$ cat src/rtl/surfboard_seq_ctrl.sv
// -----------------------------------------------------------------------------
// surfboard_seq_ctrl
//
// Sequential 3x3 matrix multiplier C = A x B. It uses one shared
// multiply-accumulate unit, so the product takes 27 cycles instead of the
// 27 parallel multipliers of the combinational version. The low W bits of
// every result match that combinational block exactly.
//
// Flow: LOAD (18 input elements) -> COMPUTE (27 cycles) -> DRAIN (9 output
// elements) -> LOAD.
//
// Parameters
//   W       element width of A, B and C
//   SIGNED  1 = operands are two's complement, 0 = unsigned (the low W result
//           bits are the same in both modes)
//
// Ports
//   clk        rising-edge clock
//   rst_n      asynchronous active-low reset
//   clear      synchronous abort back to LOAD; all data is discarded
//   in_valid   input element valid
//   in_ready   controller accepts an input element (LOAD only)
//   in_data    input stream: A[0..8] followed by B[0..8], row-major
//   out_valid  C element valid (DRAIN only)
//   out_ready  downstream accepts the C element
//   out_data   C element, row-major C[0..8]; zero outside DRAIN
//   out_last   high together with C[8]
//   busy       high in COMPUTE or DRAIN
//   done       single-cycle pulse after the C[8] handshake
// -----------------------------------------------------------------------------
module surfboard_seq_ctrl #(
  parameter int W      = 4,
  parameter bit SIGNED = 1'b1
) (
  input  logic         clk,
  input  logic         rst_n,
  input  logic         clear,
  input  logic         in_valid,
  output logic         in_ready,
  input  logic [W-1:0] in_data,
  output logic         out_valid,
  input  logic         out_ready,
  output logic [W-1:0] out_data,
  output logic         out_last,
  output logic         busy,
  output logic         done
);

  typedef enum logic [1:0] {
    ST_LOAD    = 2'd0,
    ST_COMPUTE = 2'd1,
    ST_DRAIN   = 2'd2
  } state_e;

  localparam logic [4:0] LD_LAST  = 5'd17;
  localparam logic [4:0] LD_B_OFS = 5'd9;
  localparam logic [3:0] OUT_LAST = 4'd8;

  // ---------------------------------------------------------------------------
  // State and counters
  // ---------------------------------------------------------------------------
  state_e       state_q, state_d;
  logic [4:0]   ld_cnt_q, ld_cnt_d;
  logic [1:0]   i_q, i_d;
  logic [1:0]   j_q, j_d;
  logic [1:0]   k_q, k_d;
  logic [3:0]   out_cnt_q, out_cnt_d;
  logic [W-1:0] acc_q, acc_d;
  logic         done_q, done_d;
  // Low during reset and set on the first clock afterwards, so in_ready stays
  // low while reset is asserted even though the state is already LOAD.
  logic         alive_q;

  // Operand and result storage
  logic [W-1:0] a_mem [9];
  logic [W-1:0] b_mem [9];
  logic [W-1:0] c_mem [9];

  // ---------------------------------------------------------------------------
  // Handshakes and outputs
  // ---------------------------------------------------------------------------
  logic in_hs;
  logic out_hs;

  assign in_ready  = (state_q == ST_LOAD) && alive_q;
  assign out_valid = (state_q == ST_DRAIN);
  assign out_last  = (state_q == ST_DRAIN) && (out_cnt_q == OUT_LAST);
  assign busy      = (state_q == ST_COMPUTE) || (state_q == ST_DRAIN);
  assign done      = done_q;
  assign in_hs     = in_valid && in_ready;
  assign out_hs    = out_valid && out_ready;

  // C storage is never reset, so the output is gated to read zero outside DRAIN.
  assign out_data  = (state_q == ST_DRAIN) ? c_mem[out_cnt_q] : '0;

  // ---------------------------------------------------------------------------
  // Load-side addressing: ld_cnt 0..8 selects A, 9..17 selects B.
  // ---------------------------------------------------------------------------
  logic       ld_is_a;
  logic [3:0] ld_idx;
  logic [4:0] ld_b_ofs;

  always_comb begin
    ld_is_a  = (ld_cnt_q < LD_B_OFS);
    ld_b_ofs = ld_cnt_q - LD_B_OFS;
    ld_idx   = ld_is_a ? ld_cnt_q[3:0] : ld_b_ofs[3:0];
  end

  // ---------------------------------------------------------------------------
  // Multiply-accumulate: acc = (k==0 ? 0 : acc) + trunc_W(A[3i+k] * B[3k+j])
  // ---------------------------------------------------------------------------
  logic [3:0]     a_idx, b_idx, c_idx;
  logic [W-1:0]   a_op, b_op;
  logic [2*W-1:0] a_ext, b_ext;
  logic [W-1:0]   prod;
  logic [W-1:0]   mac_sum;

  always_comb begin
    a_idx = ({2'b00, i_q} * 4'd3) + {2'b00, k_q};
    b_idx = ({2'b00, k_q} * 4'd3) + {2'b00, j_q};
    c_idx = ({2'b00, i_q} * 4'd3) + {2'b00, j_q};
    a_op  = a_mem[a_idx];
    b_op  = b_mem[b_idx];
    // Extending to 2W before multiplying gives the true signed or unsigned
    // product; only its low W bits are kept, and those do not depend on the
    // mode.
    if (SIGNED) begin
      a_ext = {{W{a_op[W-1]}}, a_op};
      b_ext = {{W{b_op[W-1]}}, b_op};
    end else begin
      a_ext = {{W{1'b0}}, a_op};
      b_ext = {{W{1'b0}}, b_op};
    end
    prod    = W'(a_ext * b_ext);
    mac_sum = ((k_q == 2'd0) ? '0 : acc_q) + prod;
  end

  // ---------------------------------------------------------------------------
  // Next-state logic
  // ---------------------------------------------------------------------------
  // NOTE: every signal driven here gets a default first, so no path leaves a
  // variable unassigned and no latch is inferred.
  always_comb begin
    state_d   = state_q;
    ld_cnt_d  = ld_cnt_q;
    i_d       = i_q;
    j_d       = j_q;
    k_d       = k_q;
    out_cnt_d = out_cnt_q;
    acc_d     = acc_q;
    done_d    = 1'b0;

    unique case (state_q)
      ST_LOAD: begin
        if (in_hs) begin
          if (ld_cnt_q == LD_LAST) begin
            ld_cnt_d = '0;
            state_d  = ST_COMPUTE;
          end else begin
            ld_cnt_d = ld_cnt_q + 5'd1;
          end
        end
      end

      ST_COMPUTE: begin
        acc_d = mac_sum;
        // k is the innermost counter, then j, then i.
        if (k_q == 2'd2) begin
          k_d = '0;
          if (j_q == 2'd2) begin
            j_d = '0;
            if (i_q == 2'd2) begin
              i_d     = '0;
              state_d = ST_DRAIN;
            end else begin
              i_d = i_q + 2'd1;
            end
          end else begin
            j_d = j_q + 2'd1;
          end
        end else begin
          k_d = k_q + 2'd1;
        end
      end

      ST_DRAIN: begin
        if (out_hs) begin
          if (out_cnt_q == OUT_LAST) begin
            out_cnt_d = '0;
            state_d   = ST_LOAD;
            done_d    = 1'b1;
          end else begin
            out_cnt_d = out_cnt_q + 4'd1;
          end
        end
      end

      default: state_d = ST_LOAD;
    endcase

    // clear overrides everything above, including a same-cycle handshake and
    // the done pulse of a final C[8] handshake.
    if (clear) begin
      state_d   = ST_LOAD;
      ld_cnt_d  = '0;
      i_d       = '0;
      j_d       = '0;
      k_d       = '0;
      out_cnt_d = '0;
      acc_d     = '0;
      done_d    = 1'b0;
    end
  end

  // ---------------------------------------------------------------------------
  // Control registers
  // ---------------------------------------------------------------------------
  // NOTE: sequential state uses non-blocking assignments so every register
  // samples the values from before the clock edge, whatever the statement order.
  always_ff @(posedge clk or negedge rst_n) begin
    if (!rst_n) begin
      state_q   <= ST_LOAD;
      ld_cnt_q  <= '0;
      i_q       <= '0;
      j_q       <= '0;
      k_q       <= '0;
      out_cnt_q <= '0;
      acc_q     <= '0;
      done_q    <= 1'b0;
      alive_q   <= 1'b0;
    end else begin
      state_q   <= state_d;
      ld_cnt_q  <= ld_cnt_d;
      i_q       <= i_d;
      j_q       <= j_d;
      k_q       <= k_d;
      out_cnt_q <= out_cnt_d;
      acc_q     <= acc_d;
      done_q    <= done_d;
      alive_q   <= 1'b1;
    end
  end

  // ---------------------------------------------------------------------------
  // Storage writes
  // ---------------------------------------------------------------------------
  // NOTE: the A/B/C arrays are deliberately left out of reset. Every entry is
  // written before it is read, and no reset keeps them as plain RAM.
  always_ff @(posedge clk) begin
    if (!clear) begin
      if (in_hs) begin
        if (ld_is_a) begin
          a_mem[ld_idx] <= in_data;
        end else begin
          b_mem[ld_idx] <= in_data;
        end
      end
      if ((state_q == ST_COMPUTE) && (k_q == 2'd2)) begin
        c_mem[c_idx] <= mac_sum;
      end
    end
  end

endmodule

$ cat config.mk
export PLATFORM = sky130hd
export DESIGN_NAME = surfboard_seq_ctrl
export DESIGN_NICKNAME = d
export VERILOG_FILES = /design/src/rtl/surfboard_seq_ctrl.sv
export SDC_FILE = /design/constraint.sdc
export NUM_CORES = 1
export LEC_CHECK = 0
export ABC_AREA = 0
export BUFFER_PORTS_ARGS = -buffer_cell sky130_fd_sc_hd__buf_2
export CAP_MARGIN = 20
export CELL_PAD_IN_SITES_DETAIL_PLACEMENT = 0
export CELL_PAD_IN_SITES_GLOBAL_PLACEMENT = 1
export CORE_MARGIN = 1.5
export CORE_UTILIZATION = 50
export CTS_CLUSTER_SIZE = 16
export DETAILED_ROUTE_END_ITERATION = 8
export GPL_TIMING_DRIVEN = 0
export PLACE_DENSITY = 0.76
export SLEW_MARGIN = 10
export SYNTH_ARGS = -nofsm -noshare
export SYNTH_HDL_FRONTEND = slang
export SYNTH_SLANG_ARGS = --single-unit
export TNS_END_PERCENT = 10
$ cat constraint.sdc
create_clock -name clk -period 7.55 [get_ports clk]
set_clock_uncertainty 0.15 [all_clocks]
set_input_delay 0.755 -clock clk [delete_from_list [all_inputs] [get_ports clk]]
set_output_delay 0.755 -clock clk [all_outputs]
set_load 0.02 [all_outputs]
Word level (Yosys, flattened, before mapping)
Memory sizes are Yosys's and may differ from the RTL's.
Cells that the tools add are included.
{"block": "totals", "memories": 3, "out_inout_bits": 9, "mem_bits_rw": 108, "word_cells": 109, "inputBits": 9, "regBits": 23}
{"block": "op_classes", "multipliers": 3, "reduce_logical": 20, "add_sub_neg": 10, "order_cmp": 1, "eq_ne": 14, "n_mux": 49}
{"name": "a_mem", "depth": 9, "width": 4, "read_ports": 1, "rd_clocked_by_memory_dff": 0, "wr": 1, "line_no": "75", "source": "logic [W-1:0] a_mem [9];"}
{"name": "b_mem", "depth": 9, "width": 4, "read_ports": 1, "rd_clocked_by_memory_dff": 0, "wr": 1, "line_no": "76", "source": "logic [W-1:0] b_mem [9];"}
{"name": "c_mem", "depth": 9, "width": 4, "read_ports": 1, "rd_clocked_by_memory_dff": 0, "wr": 1, "line_no": "77", "source": "logic [W-1:0] c_mem [9];"}
{"op": "2-bit 2-to-1 mux", "count": 20}
{"op": "4-bit 2-to-1 mux", "count": 9}
{"op": "5-bit 2-to-1 mux", "count": 4}
{"op": "3-bit by 2-bit != test with 1-bit output, second input constant", "count": 6}
{"op": "1-bit 2-to-1 mux", "count": 15}
{"op": "2-bit nonzero test", "count": 7}
{"op": "4-bit by 2-bit adder with 4-bit output", "count": 3}
{"op": "2-bit == test, second input constant", "count": 4}
{"op": "2-bit by 2-bit multiplier with 4-bit output, second input constant", "count": 2}
{"op": "7-bit AND reduction", "count": 1}
{"op": "2-bit by 1-bit adder with 2-bit output, second input constant", "count": 3}
{"op": "2-bit one-hot mux with 3 select lines", "count": 1}
{"op": "2-bit AND reduction", "count": 3}
{"op": "5-bit by 1-bit adder with 5-bit output, second input constant", "count": 1}
{"op": "5-bit == test, second input constant", "count": 1}
{"op": "1-bit logical AND", "count": 5}
{"op": "5-bit by 4-bit less-than comparator with 1-bit output, second input constant", "count": 1}
{"op": "4-bit by 1-bit adder with 4-bit output, second input constant", "count": 1}
{"op": "4-bit adder", "count": 1}
{"op": "4-bit == test, second input constant", "count": 1}
{"op": "2-bit logical NOT", "count": 2}
{"op": "4-bit by 4-bit multiplier with 4-bit output", "count": 1}
{"op": "4-bit subtractor, second input constant", "count": 1}
{"op": "3-bit != test, second input constant", "count": 1}
{"op": "other kinds (3)", "count": 3}

Longest topological paths before layout
Gate-level depths: netlist of run 1.
An unclocked memory read counts as a cell.
{"block": "logic_depth", "word_depth": 7, "ltp_mapped": 22}

Least setup slack after synthesis of run 1
No wires, ideal clock.
{"block": "synth_path", "kind": "register -> register", "startpoint": "register k_q[1]", "endpoint": "memory c_mem[0][3] (data pin)", "path_buffers": 1, "slack_ns": 2.150, "t_arrival_ns": 5.007, "stages_incl_launch_ff": 22, "setup_time_ns": 0.243, "period_less_slack_ns": 5.400, "path_cell_list": "dfrtp_1 -> inv_1 -> fa_1 -> inv_1 -> ha_1 -> inv_1 -> fa_1 -> clkbuf_1 -> mux4_2 -> mux2_2 -> mux2i_4 -> nor2b_1 -> ha_1 -> ha_1 -> inv_1 -> fa_1 -> inv_1 -> ha_1 -> xnor2_1 -> xnor2_1 -> xnor2_1 -> xnor2_1"}
{"block": "synth_between", "elab_chain_cells": 5, "word_cells_on_any_way": 9, "classes_between": "3 x add/sub; 2 x mul; 1 x mux; 1 x reduce/logical; 2 x memory"}
{"item": "start: declaration", "line_no": "66", "source": "logic [1:0] k_q, k_d;"}
{"item": "start signal: assignment", "line_no": "236", "source": "k_q <= k_d;"}
{"item": "2-bit by 2-bit multiplier with 4-bit output", "line_no": "120", "source": "b_idx = ({2'b00, k_q} * 4'd3) + {2'b00, j_q};"}
{"item": "4-bit by 2-bit adder with 4-bit output", "line_no": "120"}
{"item": "memory read 9 x 4 bit"}
{"item": "4-bit by 4-bit multiplier with 4-bit output", "line_no": "134", "source": "prod = W'(a_ext * b_ext);"}
{"item": "4-bit adder (*)", "line_no": "135", "source": "mac_sum = ((k_q == 2'd0) ? '0 : acc_q) + prod;"}
{"item": "named net mac_sum[3]", "line_no": "116", "source": "logic [W-1:0] mac_sum;"}
{"item": "end: declaration", "line_no": "77"}
Mark *: on every way through the listed nets, which the timed path passes. The rest lies on a longest branch.

Worst setup path in the final report of run 1
{"block": "layout_path", "startpoint": "register k_q[1]", "endpoint": "memory c_mem[6][3] (data pin)"}
The elaborated chain is that of the path after synthesis.

==> qor.txt, run 1 <==
Worst EP required = 7.51 ns
first-pass GRT wire length = 19.9 mm
CTS tree = yes
1st-iter DRT viols = 234
Total GRT Usage = 0.203
WL met3 = 414 µm
relative slew slack = 0.285
Root Buffer = clkbuf_16
final worst-path cycle share = 0.828
Worst-Margin Slew = 1.06 ns
Highest Signal Layer = met4
met2 WL post-DR = 6.23 mm
ys async rst share = 0.176
Max-Cap Viols = 0
P&R area growth vs syn = 13.7%
die area = 0.0137 mm²
clock sink count = 131
commonest cells after routing, fill and taps aside = edfxtp_1, nor2_1, ha_1, nand2_1, inv_1
drt pass-1 iters = 4
cts bufs inserted = 17
most common cell after layout, fill and taps aside = edfxtp_1
number of synthesized flops with an enable pin = 108
Final ANT Viol Nets = 0
Worst Path Arrival = 6.21 ns
Synth Cell Area = 0.00652 mm²
Placed Area = 0.00682 mm²
Comb pwr share = 0.248
buffer depth of the longest clock path = 2
PwrDens = 312 mW/mm²
initial antenna violation count = 0
TNS Setup = 0 ns
Crit. End Element = register
Fmax = 0.160 GHz
peak supply drop = 0.162 mV
leak pwr = 2.76 nW
Reg clk slew, reported paths = 0.06 ns
wire length per cell = 18.4 µm
Chip Width = 117 µm
effective utilization at floorplan = 0.515
CP Max Fanout = 9
net count reported at finish = 552
Distinct cells, synth = 55
Skew-Pair Late Insertion Delay = 0.42 ns
final setup violation count = 0
sequential area share after synthesis = 0.586
Syn Area/Cell = 13.8 µm²
top_reg_cell synth = edfxtp_1
vias in the first global route = 3730
Diodes inserted = 0
core area = 0.0127 mm²
power share of the sequential group = 0.393
internal cell power = 1.67 mW
Synth Instances = 471
Total Power = 2.31 mW
Pins Over Slew Limit = 0
sw power = 0.642 mW
Design Area, Final = 0.00741 mm²
Setup Buffers After CTS = 0
post_cts resized = 0
Rows = 41
hold buffer count at CTS = 0
DIE HEIGHT = 117 µm
Synth Register Bits = 131
I/O Buffers = 16
Net Sw Frac = 0.277
WL final = 12.7 mm
Final HPWL DP = 9.00 mm
Setup CP Type = reg2reg
Synth Net Count = 517
Overflow after GRT = 0
CTS H-Tree Depth = 4
Post-Place Cells = 659
Final GP Congestion = 0.835
vias per cell = 5.42
RSZ-0062 raised after global routing = false
I/O pin total = 18
wl on met1 = 6.02 mm
vias = 3738
Fin. Hold Viols = 0
Final min period = 6.25 ns
Syn. warnings = 0
run status = complete, no violations
final non-filler cell total = 690
worst hold-check path type = in2async
largest net degree at the start of global routing = 24
Clk pwr share = 0.360
DR DRC count = 0
layout cells sized above 1 = 0.154
Worst setup SP type = register
registers in the layout, summed over array words and instances, names as in the netlist:
signal and count:
a_mem 36, acc_q 4, alive_q 1, b_mem 36, c_mem 36, done 1
i_q 2, j_q 2, k_q 2, ld_cnt_q 5, out_cnt_q 4, state_q 2
stage by stage:
| step | utilization | hold slack (ns) | setup slack [ns] |
|---|---|---|---|
| 3_3_place_gp | 0.538 | 0.348 | 1.34 |
| 5_1_grt | 0.585 | 0.201 | 0.867 |
| 2_1_floorplan | - | 0.309 | 2.15 |
| 3_5_place_dp | 0.538 | 0.354 | 1.31 |
| 6_report | 0.585 | 0.174 | 1.30 |
| 4_1_cts | 0.585 | 0.174 | 1.26 |
worst max-delay path, cell delays in order, from the launching register on:
cell	delay [ns]
dfrtp_1	0.41
inv_1	0.24
fa_1	0.47
inv_1	0.07
ha_1	0.13
inv_1	0.04
fa_1	0.47
clkbuf_1	0.46
mux4_2	0.40
mux2_2	0.30
mux2i_4	0.19
nor2b_1	0.08
ha_1	0.30
ha_1	0.28
inv_1	0.05
fa_1	0.52
inv_1	0.04
ha_1	0.19
xnor2_1	0.18
xnor2_1	0.17
xnor2_1	0.15
xnor2_1	0.65
kinds of logic (layout without fill, tap and decap cells):
kind of cell	count (synthesis)	in the layout	synth area share
compound gates	57	57	0.0562
xor+xnor	9	9	0.0132
fa+ha+maj	37	37	0.0767
buf+inv	48	95	0.0355
flops	131	131	0.586
mux	49	49	0.130
other cells	1	1	0.000575
simple gates	139	139	0.102
path summary, 6_finish.rpt:
path	startpoint	to	slack, ns	depth (start not counted)
worst min register to register	acc_q[2]$_DFFE_PN0P_	acc_q[2]$_DFFE_PN0P_	0.36	2
worst max-delay path	k_q[1]$_DFFE_PN0P_	c_mem[6][3]$_DFFE_PP_	1.30	21
worst max register to register	k_q[1]$_DFFE_PN0P_	c_mem[6][3]$_DFFE_PP_	1.30	21
max in group asynchronous	rst_n	acc_q[3]$_DFFE_PN0P_	6.69	1
worst min-delay path	rst_n	alive_q$_DFF_PN0_	0.17	1
min in group clk	acc_q[2]$_DFFE_PN0P_	acc_q[2]$_DFFE_PN0P_	0.36	2
synthesized netlist by cell type, types with 3 or more instances:
master	instances	area, µm²
a21oi_1	17	85.1
a31oi_1	4	25.0
and2_1	7	43.8
buf_6	4	45.0
clkbuf_1	12	45.0
dfrtp_1	23	576
edfxtp_1	108	3240
fa_1	5	100
ha_1	32	400
inv_1	24	90.1
mux2_2	6	67.6
mux2i_1	17	170
mux4_1	8	210
mux4_2	16	360
nand2_1	27	101
nand2b_1	3	18.8
nand3_1	9	45.0
nand3b_1	4	30.0
nand4_1	4	25.0
nor2_1	54	203
nor2b_1	7	43.8
nor3_1	8	40.0
nor3b_1	3	22.5
nor4_1	3	18.8
o21ai_0	4	20.0
o21ai_1	15	75.1
or3_1	3	18.8
xnor2_1	8	70.1
metal layers:
layer / global-route usage / vias to the layer above
met1: 0.279 / 1850
li1: - / 1823
met5: 0 / -
met2: 0.316 / 60
met3: 0.0525 / 5
met4: 0.0691 / 0
final cells by class:
type                       instances  area, µm²
inverter                          27        101
buffer                            21        130
sequential                       131       3820
timing repair buffer              16       80.1
tap                              172        215
multi-input combinational        292       2470
clock buffer                      19        433
fill                            1016       5260
clock inverter                    12        163
power by group through the flow:
stage                     combinational [mW]  clock [mW]  sequential, mW
after floorplan                        0.432           0           0.917
after global placement                 0.566           0           0.922
after detailed placement               0.575           0           0.922
after CTS                              0.580       0.848           0.908
after global routing                   0.641       0.878           0.911
final                                  0.573       0.832           0.908
(Power assumes the default switching activity.)
==> inputs of run 2 (changes only) <==
--- a/config.mk
+++ b/config.mk
@@ -11,11 +11,11 @@
 export CELL_PAD_IN_SITES_DETAIL_PLACEMENT = 0
 export CELL_PAD_IN_SITES_GLOBAL_PLACEMENT = 1
 export CORE_MARGIN = 1.5
-export CORE_UTILIZATION = 50
+export CORE_UTILIZATION = 47
 export CTS_CLUSTER_SIZE = 16
 export DETAILED_ROUTE_END_ITERATION = 8
 export GPL_TIMING_DRIVEN = 0
-export PLACE_DENSITY = 0.76
+export PLACE_DENSITY = 0.75
 export SLEW_MARGIN = 10
 export SYNTH_ARGS = -nofsm -noshare
 export SYNTH_HDL_FRONTEND = slang
==> constraint.sdc (replaced) <==
create_clock -name clk -period 5.5 [get_ports clk]
set_clock_uncertainty 0.15 [all_clocks]
set_input_delay 0.55 -clock clk [delete_from_list [all_inputs] [get_ports clk]]
set_output_delay 0.55 -clock clk [all_outputs]
set_load 0.02 [all_outputs]
==> run 2 against run 1 <==
Register-to-register slack got worse by 1.1 ns. Clock power up 32%. Combinational power up 76%. First-iteration DRC count unchanged. Setup slack worse by 1.1 ns. Count of clock-buffer cells in the layout up 3. Global-route usage decreased by 1.3 points. Power grew 45%. Critical path depth did not move. Sequential cell count unchanged. Cell area rose by 2.8%.
==> qor.txt, run 2 (same netlist as run 1, synthesis figures left out) <==
wire length per cell = 18.1 µm (-1.8%)
Final ANT Viol Nets = 0 (unchanged)
Skew-Pair Late Insertion Delay = 0.42 ns (about the same)
Worst EP required = 5.49 ns (-2.02 ns)
leak pwr = 2.82 nW (+2.1%)
crit-path cells = inv_4 -> fa_1 -> inv_1 -> ha_1 -> inv_1 -> fa_2 -> mux4_2 -> mux2_4 -> mux2i_4 -> buf_4 -> nor2_1 -> ha_1 -> ha_1 -> inv_1 -> fa_1 -> inv_2 -> ha_4 -> xnor2_4 -> xnor2_4 -> xnor2_4 -> xnor2_2
Post-Place Cells = 663 (+0.61%)
FF-to-FF Start = k_q[1]$_DFFE_PN0P_
Reg clk slew, reported paths = 0.06 ns (about the same)
peak supply drop = 0.203 mV (+26%)
relative slew slack = 0.262 (-0.0228)
Final HPWL DP = 9.09 mm (+0.99%)
clock sink count = 131 (unchanged)
vias in the first global route = 3792 (+1.7%)
DIE HEIGHT = 121 µm (+3.1%)
P&R area growth vs syn = 16.9%
Final GP Congestion = 0.779 (-6.6%)
CP Max Fanout = 5 (-4)
die area = 0.0146 mm² (+6.2%)
Pins Over Slew Limit = 0 (unchanged)
CTS tree = yes
buffer depth of the longest clock path = 2 (unchanged)
worst setup path start = k_q[1]$_DFFE_PN0P_
CP max stage cell = fa_2
CP endpoint = c_mem[7][3]$_DFFE_PP_
layout cells sized above 1 = 0.211 (+0.0569)
WP depth = 21 (unchanged)
most common cell after layout, fill and taps aside = edfxtp_1
CP max stage delay = 0.63 ns (-0.02 ns)
vias per cell = 5.40 (-0.38%)
DR DRC count = 0 (unchanged)
Final min period = 5.32 ns (-0.930 ns)
cts bufs inserted = 17 (unchanged)
largest net degree at the start of global routing = 24 (unchanged)
CTS H-Tree Depth = 4 (unchanged)
cells on worst reg2reg path = 21 (unchanged)
vias = 3810 (+1.9%)
1st-iter DRT viols = 234 (unchanged)
Worst setup SP type = register
I/O pin total = 18 (unchanged)
worst hold-check path type = in2reg
worst reg2reg path endpoint = c_mem[7][3]$_DFFE_PP_
run status = complete, no violations
final worst-path cycle share = 0.967 (+0.140)
Worst Path Arrival = 5.31 ns (-0.90 ns)
Max-Cap Viols = 0 (unchanged)
Fin. Hold Viols = 0 (unchanged)
CP Buf/Inv Count = 6 (unchanged)
final non-filler cell total = 706 (+2.3%)
Setup CP Type = reg2reg
PwrDens = 440 mW/mm² (+41%)
Fmax = 0.188 GHz (+17%)
Diodes inserted = 0 (unchanged)
net count reported at finish = 563 (+2.0%)
effective utilization at floorplan = 0.487 (-0.0280)
Total GRT Usage = 0.190 (-0.0132)
Chip Width = 121 µm (+3.1%)
WL final = 12.8 mm (+0.49%)
first-pass GRT wire length = 20.4 mm (+2.5%)
R2R setup slack = 0.18 ns (-1.12 ns)
Root Buffer = clkbuf_16
final setup violation count = 0 (unchanged)
drt pass-1 iters = 4 (unchanged)
core area = 0.0134 mm² (+5.8%)
fin util = 0.569 (-0.0162)
Regs by FF count = a_mem: 36 flops, b_mem: 36 flops, c_mem: 36 flops
commonest cells after routing, fill and taps aside = edfxtp_1, nor2_1, ha_1, nand2_1
I/O Buffers = 16 (unchanged)
Overflow after GRT = 0 (unchanged)
Crit. End Element = register
Worst-Margin Slew = 1.10 ns (+0.0339 ns)
Rows = 42 (+2.4%)
filler cell count = 1069 (+5.2%)
Crit path max-delay family = adder cells
initial antenna violation count = 0 (unchanged)
## run 2: changes by cell type in the layout (fill, tap and decap cells not counted), sizes merged, moves of 2 or more
cell,before,now
buf,25,35
clkinvlp,1,3
clkbuf,31,33
bufinv,4,2
## run 2: cell type report
| class | instances | area (µm²) | share of cell area |
|---|---|---|---|
| clock buffers | 22 | 474 | 0.0622 |
| multi-input cells | 293 | 2600 | 0.341 |
| flip-flops and latches | 131 | 3820 | 0.501 |
| repair buffers | 27 | 165 | 0.0217 |
| clock inverters | 10 | 108 | 0.0141 |
| plain buffers | 20 | 126 | 0.0166 |
| inverters | 27 | 106 | 0.0140 |
| well taps | 176 | 220 | 0.0289 |
## run 2: where the power goes
part	switching (mW)	total, mW	internal, mW
clock network	0.401	1.10	0.697
logic	0.554	1.01	0.453
registers	0.0215	1.25	1.22
total	0.976	3.35	2.37
## run 2: worst min-delay path by stage
stage | start | end | slack, ns | cells after the start
CTS | out_ready | out_cnt_q[1]$_DFFE_PN0P_ | 0.27 | 3
detailed placement | acc_q[2]$_DFFE_PN0P_ | acc_q[2]$_DFFE_PN0P_ | 0.35 | 2
global placement | acc_q[2]$_DFFE_PN0P_ | acc_q[2]$_DFFE_PN0P_ | 0.35 | 2
global route | out_ready | out_cnt_q[1]$_DFFE_PN0P_ | 0.28 | 3
finish | out_ready | out_cnt_q[1]$_DFFE_PN0P_ | 0.28 | 3
floorplan | rst_n | acc_q[0]$_DFFE_PN0P_ | 0.10 | 0
## run 2: worst register-to-register path: cells and delay by family (launching register included)
family / cells / cell delay (ns)
flops: 1 / 0.44
simple gates: 1 / 0.04
buf+inv: 6 / 0.44
fa+ha+maj: 7 / 2.27
xor+xnor: 4 / 0.87
mux: 3 / 0.85
## run 2: through the flow
step                worst slack, ns  TNS (ns)  hold WS, ns  cell area (µm²)  total power, mW
floorplan                     0.100         0        0.104             6520             1.85
global placement             -0.742     -6.98        0.350             6820             2.05
detailed placement           -0.921     -8.70        0.354             6820             2.07
CTS                         0.00306         0        0.271             7480             3.22
global route                -0.0362    -0.182        0.278             7620             3.50
finish                        0.180         0        0.282             7620             3.35
## run 2: what timing repair did
item,4_1_cts,5_1_grt
setup endpoints to repair,10,10
buffers inserted,4,7
hold endpoints to repair,23,0
gates cloned,0,1
gates resized for setup,9,16
pin swaps,2,11
hold buffers,1,0
## run 2: metal layers
| layer | wire, µm | global-route usage | up-vias | share of wire |
|---|---|---|---|---|
| li1 | - | - | 1847 | - |
| met1 | 5870 | 0.260 | 1873 | 0.46 |
| met2 | 6140 | 0.295 | 71 | 0.48 |
| met3 | 505 | 0.0448 | 19 | 0.039 |
| met4 | 269 | 0.0735 | 0 | 0.021 |
| met5 | 0 | 0 | - | 0 |
